### src/rtl/mips_multicycle_control.sv
// rtl/mips_multicycle_control.sv - main control FSM for the multicycle MIPS datapath
module mips_multicycle_control #(
    parameter logic [5:0] OP_RTYPE = 6'b000000,
    parameter logic [5:0] OP_LW    = 6'b100011,
    parameter logic [5:0] OP_SW    = 6'b101011,
    parameter logic [5:0] OP_BEQ   = 6'b000100,
    parameter logic [5:0] OP_J     = 6'b000010,
    parameter logic [5:0] OP_ADDI  = 6'b001000,
    parameter int         CNT_W    = 32
) (
    input  logic             clk,
    input  logic             reset,
    input  logic [5:0]       op,
    input  logic             mem_ready,
    output logic             iord,
    output logic             mem_read,
    output logic             mem_write,
    output logic             ir_write,
    output logic             reg_dst,
    output logic             mem_to_reg,
    output logic             reg_write,
    output logic             alu_src_a,
    output logic             pc_write,
    output logic             pc_write_cond,
    output logic [1:0]       alu_src_b,
    output logic [1:0]       alu_op,
    output logic [1:0]       pc_source,
    output logic [3:0]       state,
    output logic             illegal_op,
    output logic [CNT_W-1:0] instr_count
);

    typedef enum logic [3:0] {
        S_RST      = 4'd0,
        S_FETCH    = 4'd1,
        S_DECODE   = 4'd2,
        S_MEM_ADDR = 4'd3,
        S_MEM_RD   = 4'd4,
        S_MEM_WB   = 4'd5,
        S_MEM_WR   = 4'd6,
        S_R_EX     = 4'd7,
        S_R_WB     = 4'd8,
        S_BRANCH   = 4'd9,
        S_JUMP     = 4'd10,
        S_ADDI_EX  = 4'd11,
        S_ADDI_WB  = 4'd12
    } state_t;

    state_t cur, nxt;
    logic   retire;

    always_ff @(posedge clk) begin
        if (reset) begin
            cur         <= S_RST;
            instr_count <= '0;
        end else begin
            cur <= nxt;
            if (retire)
                instr_count <= instr_count + CNT_W'(1);
        end
    end

    assign state = cur;

    always_comb begin
        nxt           = S_FETCH;
        retire        = 1'b0;
        iord          = 1'b0;
        mem_read      = 1'b0;
        mem_write     = 1'b0;
        ir_write      = 1'b0;
        reg_dst       = 1'b0;
        mem_to_reg    = 1'b0;
        reg_write     = 1'b0;
        alu_src_a     = 1'b0;
        pc_write      = 1'b0;
        pc_write_cond = 1'b0;
        alu_src_b     = 2'b00;
        alu_op        = 2'b00;
        pc_source     = 2'b00;
        illegal_op    = 1'b0;
        case (cur)
            S_RST: nxt = S_FETCH;
            S_FETCH: begin
                mem_read  = 1'b1;
                alu_src_b = 2'b01;
                ir_write  = mem_ready;
                pc_write  = mem_ready;
                nxt       = mem_ready ? S_DECODE : S_FETCH;
            end
            S_DECODE: begin
                alu_src_b = 2'b11;
                if (op == OP_LW || op == OP_SW) nxt = S_MEM_ADDR;
                else if (op == OP_RTYPE)        nxt = S_R_EX;
                else if (op == OP_BEQ)          nxt = S_BRANCH;
                else if (op == OP_J)            nxt = S_JUMP;
                else if (op == OP_ADDI)         nxt = S_ADDI_EX;
                else begin
                    nxt        = S_FETCH;
                    illegal_op = 1'b1;
                end
            end
            S_MEM_ADDR: begin
                alu_src_a = 1'b1;
                alu_src_b = 2'b10;
                // op is stable here since the IR only loads in FETCH
                if (op == OP_LW)      nxt = S_MEM_RD;
                else if (op == OP_SW) nxt = S_MEM_WR;
                else                  nxt = S_FETCH;
            end
            S_MEM_RD: begin
                mem_read = 1'b1;
                iord     = 1'b1;
                nxt      = mem_ready ? S_MEM_WB : S_MEM_RD;
            end
            S_MEM_WB: begin
                mem_to_reg = 1'b1;
                reg_write  = 1'b1;
                retire     = 1'b1;
            end
            S_MEM_WR: begin
                mem_write = 1'b1;
                iord      = 1'b1;
                nxt       = mem_ready ? S_FETCH : S_MEM_WR;
                retire    = mem_ready;
            end
            S_R_EX: begin
                alu_src_a = 1'b1;
                alu_op    = 2'b10;
                nxt       = S_R_WB;
            end
            S_R_WB: begin
                reg_dst   = 1'b1;
                reg_write = 1'b1;
                retire    = 1'b1;
            end
            S_BRANCH: begin
                alu_src_a     = 1'b1;
                alu_op        = 2'b01;
                pc_write_cond = 1'b1;
                pc_source     = 2'b01;
                retire        = 1'b1;
            end
            S_JUMP: begin
                pc_write  = 1'b1;
                pc_source = 2'b10;
                retire    = 1'b1;
            end
            S_ADDI_EX: begin
                alu_src_a = 1'b1;
                alu_src_b = 2'b10;
                nxt       = S_ADDI_WB;
            end
            S_ADDI_WB: begin
                reg_write = 1'b1;
                retire    = 1'b1;
            end
            default: nxt = S_FETCH;
        endcase
    end

endmodule

### config.mk
export PLATFORM = sky130hd
export DESIGN_NAME = mips_multicycle_control
export DESIGN_NICKNAME = d
export VERILOG_FILES = /design/src/rtl/mips_multicycle_control.sv
export SDC_FILE = /design/constraint.sdc
export NUM_CORES = 1
export LEC_CHECK = 0
export BUFFER_PORTS_ARGS = -buffer_cell sky130_fd_sc_hd__buf_4
export CAP_MARGIN = 40
export CORE_AREA = 4 4 70 78
export CTS_CLUSTER_DIAMETER = 80
export CTS_CLUSTER_SIZE = 14
export DETAILED_ROUTE_END_ITERATION = 16
export DIE_AREA = 0 0 74 82
export PLACE_DENSITY = 0.72
export SYNTH_ARGS = -nofsm -noshare
export SYNTH_HDL_FRONTEND = slang
export SYNTH_SLANG_ARGS = --single-unit
### constraint.sdc
create_clock -name clk -period 2 [get_ports clk]
set_input_delay 0.4 -clock clk [delete_from_list [all_inputs] [get_ports clk]]
set_output_delay 0.4 -clock clk [all_outputs]
set_load 0.005 [all_outputs]
-- After elaboration in Yosys (flattened, before gate mapping)
Cells that the tools add are included.
- $add $sub $neg: 1
- multipliers: 0
- divide/modulo/power cells: 0
- $lt $le $gt $ge: 0
- equal/unequal tests: 17
- shifts and indexed selects: 0
- muxes and demuxes: 31
- bitwise gates (word level): 0
- reductions and logical operators: 8
- operators with widths (operator ; count):
    32-bit by 1-bit adder with 32-bit output, second input constant ; 1
    4-bit one-hot mux with 7 select lines ; 1
    4-bit equality test, second input constant ; 5
    4-bit two-way mux ; 5
    4-bit by 3-bit equality test with 1-bit output, second input constant ; 4
    1-bit two-way mux ; 16
    6-bit equality test, second input constant ; 2
    3-bit two-way mux ; 3
    4-bit by 2-bit equality test with 1-bit output, second input constant ; 2
    2-bit one-hot mux with 2 select lines ; 2
    6-bit by 2-bit equality test with 1-bit output, second input constant ; 1
    6-bit by 3-bit equality test with 1-bit output, second input constant ; 1
    6-bit by 4-bit equality test with 1-bit output, second input constant ; 1
    6-bit logical NOT ; 1
    2-bit one-hot mux with 3 select lines ; 1
    2-bit OR reduction ; 3
    5-bit OR reduction ; 1
    4-bit by 1-bit equality test with 1-bit output, second input constant ; 1
    1-bit one-hot mux with 2 select lines ; 2
    4-bit OR reduction ; 1
    3-bit OR reduction ; 1
    2-bit two-way mux ; 1
    1-bit logical OR ; 1
- flip-flop bits (word level): 36
- bits in latches: 0
- memory bits (writable): 0
- ROM bits: 0
- input port bits: 9
- memories: 0

-- Logic depth before layout (Yosys ltp)
- depth in word-level cells: 7
- mapped depth: 7

-- Worst setup path before layout
OpenSTA, ideal clock, no wires.
- kind: reg-to-reg
- start point: reg instr_count[4]
- end point: reg instr_count[22]
- setup time: 0.070 ns
- arrival time: 2.065 ns
- slack: -0.135 ns
- stages on the path, launching flop included: 7
- cell sequence: dfxtp_1 nand4_2 or4_1 or4_4 buf_6 or3_1 a21oi_1
- cells in the longest elaborated chain, start to end: 1
- RTL lines (what ; line ; source):
    start, declared ; 30 ; output logic [CNT_W-1:0] instr_count
    start signal, assigned ; 59 ; instr_count <= instr_count + CNT_W'(1);
    32-bit by 1-bit adder with 32-bit output ; 59 ;
No other way between the ends.
A chain may end at the register's enable or synchronous reset.

-- Worst setup path after layout
- start point: reg instr_count[9]
- end point: reg instr_count[30]
Same word-level chain as after synthesis.

==> impl_metrics.toml <==
[critical_path]
start_kind = "flip-flop"
path_class = "reg -> reg"
regToRegStartpoint = "instr_count[9]"
crit_arrival_ps = 2350
required_ps = 2220
crit_start = "instr_count[9]"
rrSetupSlack_ps = -140
cp-end-kind = "flip-flop"
worst-path-max-fanout = 7

[yosys]
syn_avg_cell_area_um2 = 7.558
synth_cell_types = 43
synth_top_family_by_area = "simple AND/OR/NAND/NOR gates"
synthMuxAreaShare_pct = 0.4923
synth-xor-area-share_pct = 6.892
ys_ff_latch = 36
ys_seq_area_share_pct = 35.45
yosys.area_share.adder_pct = 0.6154
synth_cells = 269
synthSimpleGateAreaFrac_pct = 35.26
synthesis.area_um2 = 2033
syn_nets = 279
yosysWarnings = 0
synth_compound_area_share_pct = 16.55

[sta]
slew_headroom_pct = 70.87
fin_crit_ps = 2137
max_freq_mhz = 467.9
hold_viol = 0
worstMarginPinSlew_ps = 426.0
setup_tns_ps = -491.4
skew_ps = 8.969
fin_crit_sh_pct = 106.9
setup_violations = 10
rsz0062_at_grt = "yes"
setup_slack_ps = -137.0
slew_violations = 0

[pwr]
p_sw_share_pct = 22.06
power.density_nw_per_um2 = 470.3
ir_drop_mv = 0.3411
power.share.sequential_pct = 48.9
power_leakage_nw = 1.210
pwr-share-clk_pct = 43.1
pwr-share-comb_pct = 7.9
internal_power_mw = 1.141
switching_power_uw = 323.0

[grt]
first_global_vias = 2094
grt_max_degree = 36
grt-ovfl-total = 0
grt_pass1_wl_mm = 9.584
grt_usage_pct = 19.62
antenna_found_initial = 0

[floorplan]
die_h_um = 82
initial_core_util_pct = 43.71
core_area_um2 = 4652
pin_count = 62
num_rows = 26
die_w_um = 74
die-area_um2 = 6068

[placement]
place_congestion = 0.8282
io_buffers = 61
place_inst = 414
dp_hpwl_mm = 4.155

[clock_tree]
cts_tree = "yes"
clk_path_buf_depth = 2
path_clk_slew_ps = 80
htreeDepth = 2
numCtsBuffers = 5
clock_latency_ps = 290
clock-sinks = 36
root_buffer = "clkbuf_8"

[cells_and_area]
layout.cells.non_filler = 429
areaGrowthSynthToFinish_pct = 53.11
layout_common_cells = "buf_4 (109), nor2_1 (37), a21oi_1 (24), dfxtp_1 (22)"
diodes = 0
layout-drive-gt1-share_pct = 41.29
final_common_cell = "buf_4"
fin_nets = 382

[routing]
routed_wl_mm = 5.916
drc = 0
antenna_left = 0
via_per_inst = 5.529
drt_iter0_markers = 140
post_drt_wl_per_cell_um = 13.79
via_count = 2372
dr.pass1.iters = 4

[status]
violations = "setup timing"
status = "complete, but fails checks"

[hold_path]
min_path_type = "in -> reg"
hold_start = "op[3]"

[job]
maxCapViolCount = 0
==> power by group through the flow <==
| stage | clock network [mW] | logic, mW | registers [mW] |
|---|---|---|---|
| finish | 0.631 | 0.116 | 0.716 |
| global placement | 0 | 0.108 | 0.735 |
| CTS | 0.645 | 0.111 | 0.717 |
| floorplan | 0 | 0.0501 | 0.735 |
| detailed placement | 0 | 0.109 | 0.735 |
| global route | 0.684 | 0.126 | 0.717 |
==> state kept, by name, summed over array words and instances, names as in the netlist <==
| name | flops |
|---|---|
| instr_count | 32 |
| state | 4 |
==> critical path, stage by stage, from the launching register on <==
cell and delay (ps):
dfxtp_2 340, nand4_1 140, or4_4 570, or4_4 470, or3b_1 400, a21oi_1 140
==> what timing repair did <==
item | CTS | global route
hold buffers | 0 | 0
pin swaps | 6 | 14
cloned | 2 | 0
resized for setup | 12 | 14
setup buffers | 2 | 3
endpoints found under the setup margin | 17 | 19
==> synthesized netlist by cell type (all sizes together) <==
cell     instances  area share [%]
o21ai           22             5.4
nand3           13             3.2
nor3b            2            0.74
a311oi           1            0.43
a21oi           26             6.4
or3b             1            0.43
inv              4            0.74
a211oi           1            0.37
or4              7             2.8
and4             1            0.43
or3             15             4.9
or4b             1            0.68
nand2b           4             1.2
nor2            37             6.8
and2             1            0.31
dfxtp           36              35
o41ai            1            0.43
a2111oi          1            0.43
xor2             3             1.3
buf              6             2.0
clkbuf          11             2.0
nand4            7             2.5
o32ai            1            0.43
or2              4             1.2
nor4b            1            0.43
a211o            1            0.43
a221o            1            0.49
nor4            10             3.1
and4b            1            0.49
mux2i            1            0.49
o22ai            2            0.62
nor3             6             1.5
nor2b            3            0.92
o31ai            3             1.1
xnor2           13             5.6
ha               1            0.62
nand2           20             3.7
==> per-layer routing <==
layer | wire (um) | global-route usage, % | part of all wire, % | vias to the layer above
met5 | 0 | 0 | 0 | -
met3 | 329 | 4.651 | 5.6 | 10
met1 | 2636 | 25.54 | 45 | 1115
met2 | 2889 | 33.07 | 49 | 57
li1 | - | - | - | 1190
met4 | 60 | 3.623 | 1.0 | 0
==> cell type report <==
cell class	count	area (um^2)
sequential	36	748.2
multi-input combinational	214	1331
tap	56	70.07
fill	410	1539
timing repair buffer	111	840.8
inverter	4	15.01
clock inverter	2	35.03
clock buffer	6	72.57
==> worst paths after layout <==
check,end,cells past startpoint
max,instr_count[30],5
min,state[1],3
max reg2reg,instr_count[30],5
min reg2reg,instr_count[31],2
==> cell families (layout without fill, tap and decap cells) <==
kind of cell,Yosys count,in the layout
compound gates,60,60
buf+inv,21,123
flops,36,36
xor+xnor,16,16
mux,1,1
simple gates,134,136
fa+ha+maj,1,1
==> stage by stage <==
stage	cell area [um^2]	worst slack (ps)	util [%]	power [mW]	hold WS, ps
4_1_cts	3043	-137.9	65.41	1.473	409.1
2_1_floorplan	2079	-57.23	-	0.7847	474.3
3_3_place_gp	2858	-137.0	61.43	0.8428	465.9
6_report	3113	-137.0	66.92	1.464	433.3
5_1_grt	3113	-227.1	66.92	1.526	435.0
3_5_place_dp	2858	-168.4	61.43	0.8440	489.2
No activity file was read; power rests on OpenSTA's default activity.
